## src/rtl/smem_arbiter_if.sv

```systemverilog
// Screen-memory arbiter bus: CPU request side, VGA fetch side and the single memory port.
// The arbiter uses the slave modport; the surrounding system (CPU, VGA, memory) uses master.
interface smem_arbiter_if #(
    parameter int wordsize = 32,
    parameter int abits    = 11
) ();
    logic                cpu_req;
    logic                cpu_wr;
    logic [abits-1:0]    cpu_addr;
    logic [wordsize-1:0] cpu_wdata;
    logic [wordsize-1:0] cpu_rdata;
    logic                cpu_stall;
    logic                vga_req;
    logic [abits-1:0]    vga_addr;
    logic                vga_gnt;
    logic                vga_valid;
    logic [wordsize-1:0] vga_rdata;
    logic                mem_en;
    logic                mem_wr;
    logic [abits-1:0]    mem_addr;
    logic [wordsize-1:0] mem_wdata;
    logic [wordsize-1:0] mem_rdata;

    modport slave (
        input  cpu_req, cpu_wr, cpu_addr, cpu_wdata, vga_req, vga_addr, mem_rdata,
        output cpu_rdata, cpu_stall, vga_gnt, vga_valid, vga_rdata,
        output mem_en, mem_wr, mem_addr, mem_wdata
    );

    modport master (
        output cpu_req, cpu_wr, cpu_addr, cpu_wdata, vga_req, vga_addr, mem_rdata,
        input  cpu_rdata, cpu_stall, vga_gnt, vga_valid, vga_rdata,
        input  mem_en, mem_wr, mem_addr, mem_wdata
    );
endinterface

```

## src/rtl/smem_arbiter.sv

```systemverilog
// Shares the synchronous-read screen-memory port between the CPU and VGA fetch.
// VGA has priority; a saturating wait counter lets a stalled CPU win after maxwait cycles.
module smem_arbiter #(
    parameter int wordsize = 32,
    parameter int abits    = 11,
    parameter int maxwait  = 7
) (
    input  logic            clk,
    input  logic            reset,
    smem_arbiter_if.slave   bus
);
    localparam int WCW = (maxwait < 1) ? 1 : $clog2(maxwait + 1);
    localparam logic [WCW-1:0] WAIT_MAX = WCW'(maxwait);
    localparam logic [WCW-1:0] WAIT_ONE = WCW'(1);

    typedef enum logic [0:0] {
        ST_IDLE        = 1'b0,
        ST_CPU_RD_DONE = 1'b1
    } state_t;

    state_t         state_q, state_d;
    logic [WCW-1:0] wait_cnt_q, wait_cnt_d;
    logic           vga_pend_q, vga_pend_d;
    logic           cpu_elig_s;
    logic           cpu_win_s;
    logic           vga_gnt_s;

    // Grant decision; reset suppresses both grants so the port is quiet while reset is held.
    always_comb begin
        cpu_elig_s = bus.cpu_req && (state_q != ST_CPU_RD_DONE) && !reset;
        cpu_win_s  = cpu_elig_s && (!bus.vga_req || (wait_cnt_q == WAIT_MAX));
        vga_gnt_s  = bus.vga_req && !cpu_win_s && !reset;
    end

    // Memory port drive and requester-facing outputs.
    always_comb begin
        bus.mem_en    = 1'b0;
        bus.mem_wr    = 1'b0;
        bus.mem_addr  = {abits{1'b0}};
        bus.mem_wdata = {wordsize{1'b0}};
        if (cpu_win_s) begin
            bus.mem_en    = 1'b1;
            bus.mem_wr    = bus.cpu_wr;
            bus.mem_addr  = bus.cpu_addr;
            bus.mem_wdata = bus.cpu_wdata;
        end else if (vga_gnt_s) begin
            bus.mem_en    = 1'b1;
            bus.mem_wr    = 1'b0;
            bus.mem_addr  = bus.vga_addr;
            bus.mem_wdata = {wordsize{1'b0}};
        end else begin
            bus.mem_en    = 1'b0;
        end

        bus.vga_gnt   = vga_gnt_s;
        bus.cpu_stall = bus.cpu_req && !(cpu_win_s && bus.cpu_wr)
                        && (state_q != ST_CPU_RD_DONE) && !reset;
        bus.cpu_rdata = (state_q == ST_CPU_RD_DONE) ? bus.mem_rdata : {wordsize{1'b0}};
        bus.vga_valid = vga_pend_q;
        bus.vga_rdata = vga_pend_q ? bus.mem_rdata : {wordsize{1'b0}};
    end

    // Next-state logic: a granted CPU read spends one cycle collecting its data.
    always_comb begin
        state_d    = state_q;
        wait_cnt_d = wait_cnt_q;
        vga_pend_d = vga_gnt_s;

        case (state_q)
            ST_IDLE: begin
                if (cpu_win_s && !bus.cpu_wr) begin
                    state_d = ST_CPU_RD_DONE;
                end else begin
                    state_d = ST_IDLE;
                end
            end
            ST_CPU_RD_DONE: state_d = ST_IDLE;
            default:        state_d = ST_IDLE;
        endcase

        // A dropped request forgets its accumulated wait; the count saturates at maxwait.
        if (!bus.cpu_req || cpu_win_s) begin
            wait_cnt_d = {WCW{1'b0}};
        end else if (cpu_elig_s && (wait_cnt_q != WAIT_MAX)) begin
            wait_cnt_d = wait_cnt_q + WAIT_ONE;
        end else begin
            wait_cnt_d = wait_cnt_q;
        end
    end

    // State registers with synchronous reset, which also discards any in-flight read.
    always_ff @(posedge clk) begin
        if (reset) begin
            state_q    <= ST_IDLE;
            wait_cnt_q <= {WCW{1'b0}};
            vga_pend_q <= 1'b0;
        end else begin
            state_q    <= state_d;
            wait_cnt_q <= wait_cnt_d;
            vga_pend_q <= vga_pend_d;
        end
    end
endmodule

```

## src/flat_wrapper.sv

```systemverilog
// flat-port wrapper written by rule: the top's interface ports become plain ports
module smem_arbiter_flat 
#(
    parameter int wordsize = 32,
    parameter int abits    = 11,
    parameter int maxwait  = 7
)
  (clk, reset, bus_cpu_req, bus_cpu_wr, bus_cpu_addr, bus_cpu_wdata, bus_vga_req, bus_vga_addr, bus_mem_rdata, bus_cpu_rdata, bus_cpu_stall, bus_vga_gnt, bus_vga_valid, bus_vga_rdata, bus_mem_en, bus_mem_wr, bus_mem_addr, bus_mem_wdata);
  smem_arbiter_if #(.wordsize(wordsize), .abits(abits)) bus_i ();
  input  logic clk;
  input  logic reset;
  input wire logic [$bits(bus_i.cpu_req)-1:0] bus_cpu_req;
  input wire logic [$bits(bus_i.cpu_wr)-1:0] bus_cpu_wr;
  input wire logic [$bits(bus_i.cpu_addr)-1:0] bus_cpu_addr;
  input wire logic [$bits(bus_i.cpu_wdata)-1:0] bus_cpu_wdata;
  input wire logic [$bits(bus_i.vga_req)-1:0] bus_vga_req;
  input wire logic [$bits(bus_i.vga_addr)-1:0] bus_vga_addr;
  input wire logic [$bits(bus_i.mem_rdata)-1:0] bus_mem_rdata;
  output wire logic [$bits(bus_i.cpu_rdata)-1:0] bus_cpu_rdata;
  output wire logic [$bits(bus_i.cpu_stall)-1:0] bus_cpu_stall;
  output wire logic [$bits(bus_i.vga_gnt)-1:0] bus_vga_gnt;
  output wire logic [$bits(bus_i.vga_valid)-1:0] bus_vga_valid;
  output wire logic [$bits(bus_i.vga_rdata)-1:0] bus_vga_rdata;
  output wire logic [$bits(bus_i.mem_en)-1:0] bus_mem_en;
  output wire logic [$bits(bus_i.mem_wr)-1:0] bus_mem_wr;
  output wire logic [$bits(bus_i.mem_addr)-1:0] bus_mem_addr;
  output wire logic [$bits(bus_i.mem_wdata)-1:0] bus_mem_wdata;
  assign bus_i.cpu_req = bus_cpu_req;
  assign bus_i.cpu_wr = bus_cpu_wr;
  assign bus_i.cpu_addr = bus_cpu_addr;
  assign bus_i.cpu_wdata = bus_cpu_wdata;
  assign bus_i.vga_req = bus_vga_req;
  assign bus_i.vga_addr = bus_vga_addr;
  assign bus_i.mem_rdata = bus_mem_rdata;
  assign bus_cpu_rdata = bus_i.cpu_rdata;
  assign bus_cpu_stall = bus_i.cpu_stall;
  assign bus_vga_gnt = bus_i.vga_gnt;
  assign bus_vga_valid = bus_i.vga_valid;
  assign bus_vga_rdata = bus_i.vga_rdata;
  assign bus_mem_en = bus_i.mem_en;
  assign bus_mem_wr = bus_i.mem_wr;
  assign bus_mem_addr = bus_i.mem_addr;
  assign bus_mem_wdata = bus_i.mem_wdata;
  smem_arbiter #(.wordsize(wordsize), .abits(abits), .maxwait(maxwait)) u_core (.clk(clk), .reset(reset), .bus(bus_i));
endmodule
```

## config.mk

```make
export PLATFORM = sky130hd
export DESIGN_NAME = smem_arbiter_flat
export DESIGN_NICKNAME = d
export VERILOG_FILES = /design/src/rtl/smem_arbiter_if.sv /design/src/rtl/smem_arbiter.sv /design/src/flat_wrapper.sv
export SDC_FILE = /design/constraint.sdc
export NUM_CORES = 1
export LEC_CHECK = 0
export ABC_AREA = 1
export ABC_CLOCK_PERIOD_IN_PS = 5100
export CAP_MARGIN = 10
export CORE_AREA = 2 2 79 81
export DETAILED_ROUTE_END_ITERATION = 7
export DIE_AREA = 0 0 81 83
export PLACE_DENSITY = 0.79
export SYNTH_ARGS = -nofsm -noshare
export SYNTH_HDL_FRONTEND = slang
export SYNTH_SLANG_ARGS = --single-unit
```

## constraint.sdc

```tcl
create_clock -name clk -period 5.1 [get_ports clk]
set_clock_uncertainty 0.1 [all_clocks]
set_input_delay 1.02 -clock clk [delete_from_list [all_inputs] [get_ports clk]]
set_output_delay 1.02 -clock clk [all_outputs]
set_load 0.01 [all_outputs]
```

* After elaboration in Yosys (flattened, before gate mapping) *
Index checks and enable logic that the tools add are counted.
Widths: inputs -> output; s select.

word-level totals
  bits in registers = 5
  output and inout port bits = 112
  logic and storage cells = 37
  input bits = 91

operators by class
  muxes and demuxes = 10
  bitwise operators = 1
  add/subtract/negate cells = 1
  eq/ne operators = 2
  reduce and logical (&&, ||, !) cells = 20

operators with widths
  cell                 count
  $mux 32              3
  $mux 11              2
  $logic_and 1x1->1    11
  $logic_not 1->1      6
  $mux 1               4
  $add 3x1->3 const B  1
  $eq 3x3->1 const B   1
  $ne 3x3->1 const B   1
  $logic_or 1x1->1     2
  $pmux 1 s2           1
  $reduce_or 2->1      1
  $not 1->1            1

* Depth between registers and ports, before layout *
  depth in word-level cells = 9
  mapped depth = 8
  gate-level depth less buffers = 7

* Worst setup path after synthesis *
Ideal clock, no wire load.

  path type = input -> output
  start = in bus_cpu_req
  end = out bus_cpu_stall
  arrival time = 1,700 ps
  stages = 6
  slack = 2,280 ps
  required time = 3,980 ps
  path buffers = 1
  path through = inv_1 -> nor2_4 -> nand3_2 -> buf_6 -> nor2_1 -> nor2_1

on the way
  longest elaborated chain between the ends = 8

ends and longest elaborated chain
  what                                RTL line            source
  start: declaration                  flat_wrapper.sv:12  input wire logic [$bits(bus_i.cpu_req)-1:0] bus_cpu_req;
  $logic_and 1x1->1 (2 in a row)      smem_arbiter.sv:30  cpu_elig_s = bus.cpu_req && (state_q != ST_CPU_RD_DONE) && !reset;
  $logic_and 1x1->1                   smem_arbiter.sv:31  cpu_win_s = cpu_elig_s && (!bus.vga_req || (wait_cnt_q == WAIT_MAX));
  $logic_and 1x1->1                   smem_arbiter.sv:56  bus.cpu_stall = bus.cpu_req && !(cpu_win_s && bus.cpu_wr)
  $logic_not 1->1                     smem_arbiter.sv:56
  $logic_and 1x1->1 (*)               smem_arbiter.sv:56
  $logic_and 1x1->1 (*) (2 in a row)  smem_arbiter.sv:57  && (state_q != ST_CPU_RD_DONE) && !reset;
  end: declaration                    flat_wrapper.sv:20  output wire logic [$bits(bus_i.cpu_stall)-1:0] bus_cpu_stall;

Every way passes the cells marked *; elsewhere a longest branch is shown, timed or not.

* Final worst setup path *
  start = in reset
  end = out bus_mem_wdata[27]

on the way
  longest elaborated chain between the ends = 4

ends and longest elaborated chain
  what                RTL line            source
  start: declaration  flat_wrapper.sv:11  input logic reset;
  $logic_not 1->1     smem_arbiter.sv:30
  $logic_and 1x1->1   smem_arbiter.sv:30
  $logic_and 1x1->1   smem_arbiter.sv:31
  $mux 32             smem_arbiter.sv:41  if (cpu_win_s) begin
  end: declaration    flat_wrapper.sv:27  output wire logic [$bits(bus_i.mem_wdata)-1:0] bus_mem_wdata;

No other way between the ends.

==> summary.txt <==
Timing
  – Final Max Slew Viols: 0
  – Fin crit period: 4.52 ns
  – Hold Fails Final Rpt: 0
  – Fin crit share: 88.6%
  – RSZ-0062 raised after global routing: false
  – Setup tns final: 0 ns
  – Slew headroom: 26.7%
  – Max frequency: 0.221 GHz
  – Final setup violation count: 0
  – Worst slew pin tran: 1.10 ns

Global route
  – Largest net degree at the start of global routing: 51
  – Initial antenna violation count: 1
  – Gr usage total: 17.3%
  – Vias in the first global route: 1,955
  – Total global routing overflow: 0
  – First-pass GRT wire length: 9.30 mm

Synthesis
  – Share of the synthesized area in the top cell type: 31.1%
  – Syn nets: 375
  – Synth Area per Inst: 4.92 um^2
  – Synthesized instance count: 282
  – Synth area leader: inv_1
  – Post-synthesis sequential area ratio: 7.21%
  – FF+latch count, synth: 5
  – Post-synthesis cell area: 1390 um^2
  – Synth area leaders: inv_1 (31%), nand2_1 (20%), nor2_4 (17%)
  – Synth cell types: 15
  – Synth warn: 0

Worst hold path
  – Hold Path Sink: u_core.wait_cnt_q[2]
  – Hold Path Cell Cnt: 4
  – Hold_sp: u_core.wait_cnt_q[2]
  – Hold Path Class: flop to flop

Clock network
  – CTS Sinks: 5
  – H-tree depth: 1
  – # Post-CTS Setup Buffers: 0
  – TritonCTS clock tree: yes
  – Cts hold-fix bufs: 0
  – Cell chosen for the clock root: clkbuf_8
  – Clock buffer depth: 2
  – Post-CTS sizing: 0
  – Clock slew at reported path FFs: 0.04 ns
  – Clock buffer count from CTS: 3
  – Worst skew pair latency: 0.22 ns

Drt
  – Router iterations before antenna repair: 4
  – Routed len/inst: 11.1 um
  – Starting DRT DRC Count: 72
  – DR vias/cell: 3.92
  – # DRC: 0
  – WL final: 6.10 mm
  – Final ANT Viol Nets: 0
  – Via count: 2,158

Setup path
  – CP Data Required Time: 3.98 ns
  – Critical path fanouts, max: 50
  – RR Startpoint: u_core.wait_cnt_q[0]
  – Worst reg2reg endpoint: u_core.bus.vga_valid
  – Crit path kind: primary input to primary output
  – CP Data Arrival Time: 3.40 ns
  – Crit. End Element: primary output
  – Startpoint types: primary input
  – R2R cell count: 7
  – Flop-to-flop setup slack: 3.27 ns

Die
  – Total core area: 5820 um^2
  – Die Height: 83 um
  – Die width: 81 um
  – Initial Utilization: 23.9%
  – Die area: 6720 um^2
  – I/O Pins: 203
  – Cell row count: 28

Final layout
  – Fillers: 537
  – # diodes: 0
  – Final Net Count: 570
  – Fraction of layout cells with a size suffix above 1: 5.88%
  – Area Overhead vs Synth: 151%
  – Final Util: 59.9%

Run
  – Max-cap violation count: 0

Power and ir drop
  – Leakage: 1.93 nW
  – Tot Pwr: 0.314 mW
  – Pwr Density: 90.3 nW/um^2
  – Maximum VDD drop: 0.0667 mV

Placed design
  – Placer Congestion: 0.763
  – Buffers on Ports: 202
  – Post-DP HPWL: 5.20 mm

Run status
  – Status: finished, final reports clean
[synth_stat cells]
cell type / n
buf_2: 5
inv_1: 115
a21oi_1: 1
dfxtp_1: 5
clkbuf_1: 6
inv_2: 1
nand3_2: 1
ha_1: 2
nor2_4: 21
o21ai_0: 12
nor2_1: 24
buf_8: 2
buf_6: 1
nand2_1: 74
nand3_1: 12
[critical path, stage by stage]
cell,delay [ns]
clkdlybuf4s50_1,0.53
nor2_4,0.20
nand3_4,0.51
buf_4,0.46
nor2_4,0.10
clkdlybuf4s50_1,0.55
[report_power, final]
group          leakage, nW  switching (mW)  internal [mW]
Sequential          0.0407         0.00439         0.0405
Clock               0.0228          0.0201         0.0537
Combinational         1.87          0.0743          0.122
[per-layer routing]
metal / vias up / wire, um / track usage [%]
li1: 1137 / - / -
met1: 896 / 2080 / 16.2
met2: 110 / 3180 / 33.9
met3: 13 / 696 / 5.22
met4: 2 / 132 / 6.32
met5: - / 13 / 0
[logic make-up (layout without fill, tap and decap cells)]
group | Yosys count | count (layout) | synth area share (%)
compound gates | 13 | 13 | 4.68
flops | 5 | 5 | 7.21
buf+inv | 130 | 324 | 37.7
fa+ha+maj | 2 | 2 | 1.80
simple gates | 132 | 132 | 48.6
[worst max-delay path by stage]
stage | start | end | slack, ns | cells past startpoint
after floorplan | bus_cpu_req | bus_cpu_stall | 2.28 | 6
after global placement | reset | bus_mem_wdata[21] | 0.63 | 6
after detailed placement | reset | bus_mem_wdata[27] | 0.58 | 6
after CTS | reset | bus_mem_wdata[27] | 0.58 | 6
after global routing | reset | bus_mem_wdata[27] | 0.44 | 6
final | reset | bus_mem_wdata[27] | 0.58 | 6
[placed cells by master, fill, tap and decap left out, drive strengths merged]
cell type,n
inv,116
dfxtp,5
o21ai,12
a21oi,1
nor2,45
clkdlybuf4s50,202
ha,2
nand2,74
nand3,13
clkbuf,4
buf,2
[state kept, by name (all words and copies together), names as in the netlist]
register,cells
u_core.bus.vga_valid,1
u_core.state_q,1
u_core.wait_cnt_q,3
[metrics by stage]
step / area [um^2] / hold WS [ns] / worst slack, ns / cells
2_1_floorplan: 1390 / 0.393 / 2.28 / 282
3_3_place_gp: 3440 / 0.407 / 0.631 / 547
3_5_place_dp: 3440 / 0.424 / 0.584 / 547
4_1_cts: 3480 / 0.431 / 0.580 / 551
5_1_grt: 3480 / 0.484 / 0.444 / 551
6_report: 3480 / 0.428 / 0.581 / 551
[cell type report]
type,count,area (um^2),share of cell area [%]
sequential,5,100,2.87
inverter,116,435,12.5
multi-input combinational,147,772,22.2
clock buffer,4,45.0,1.29
tap,75,93.8,2.69
timing repair buffer,204,2040,58.5
Power figures use the tool's default switching activity.
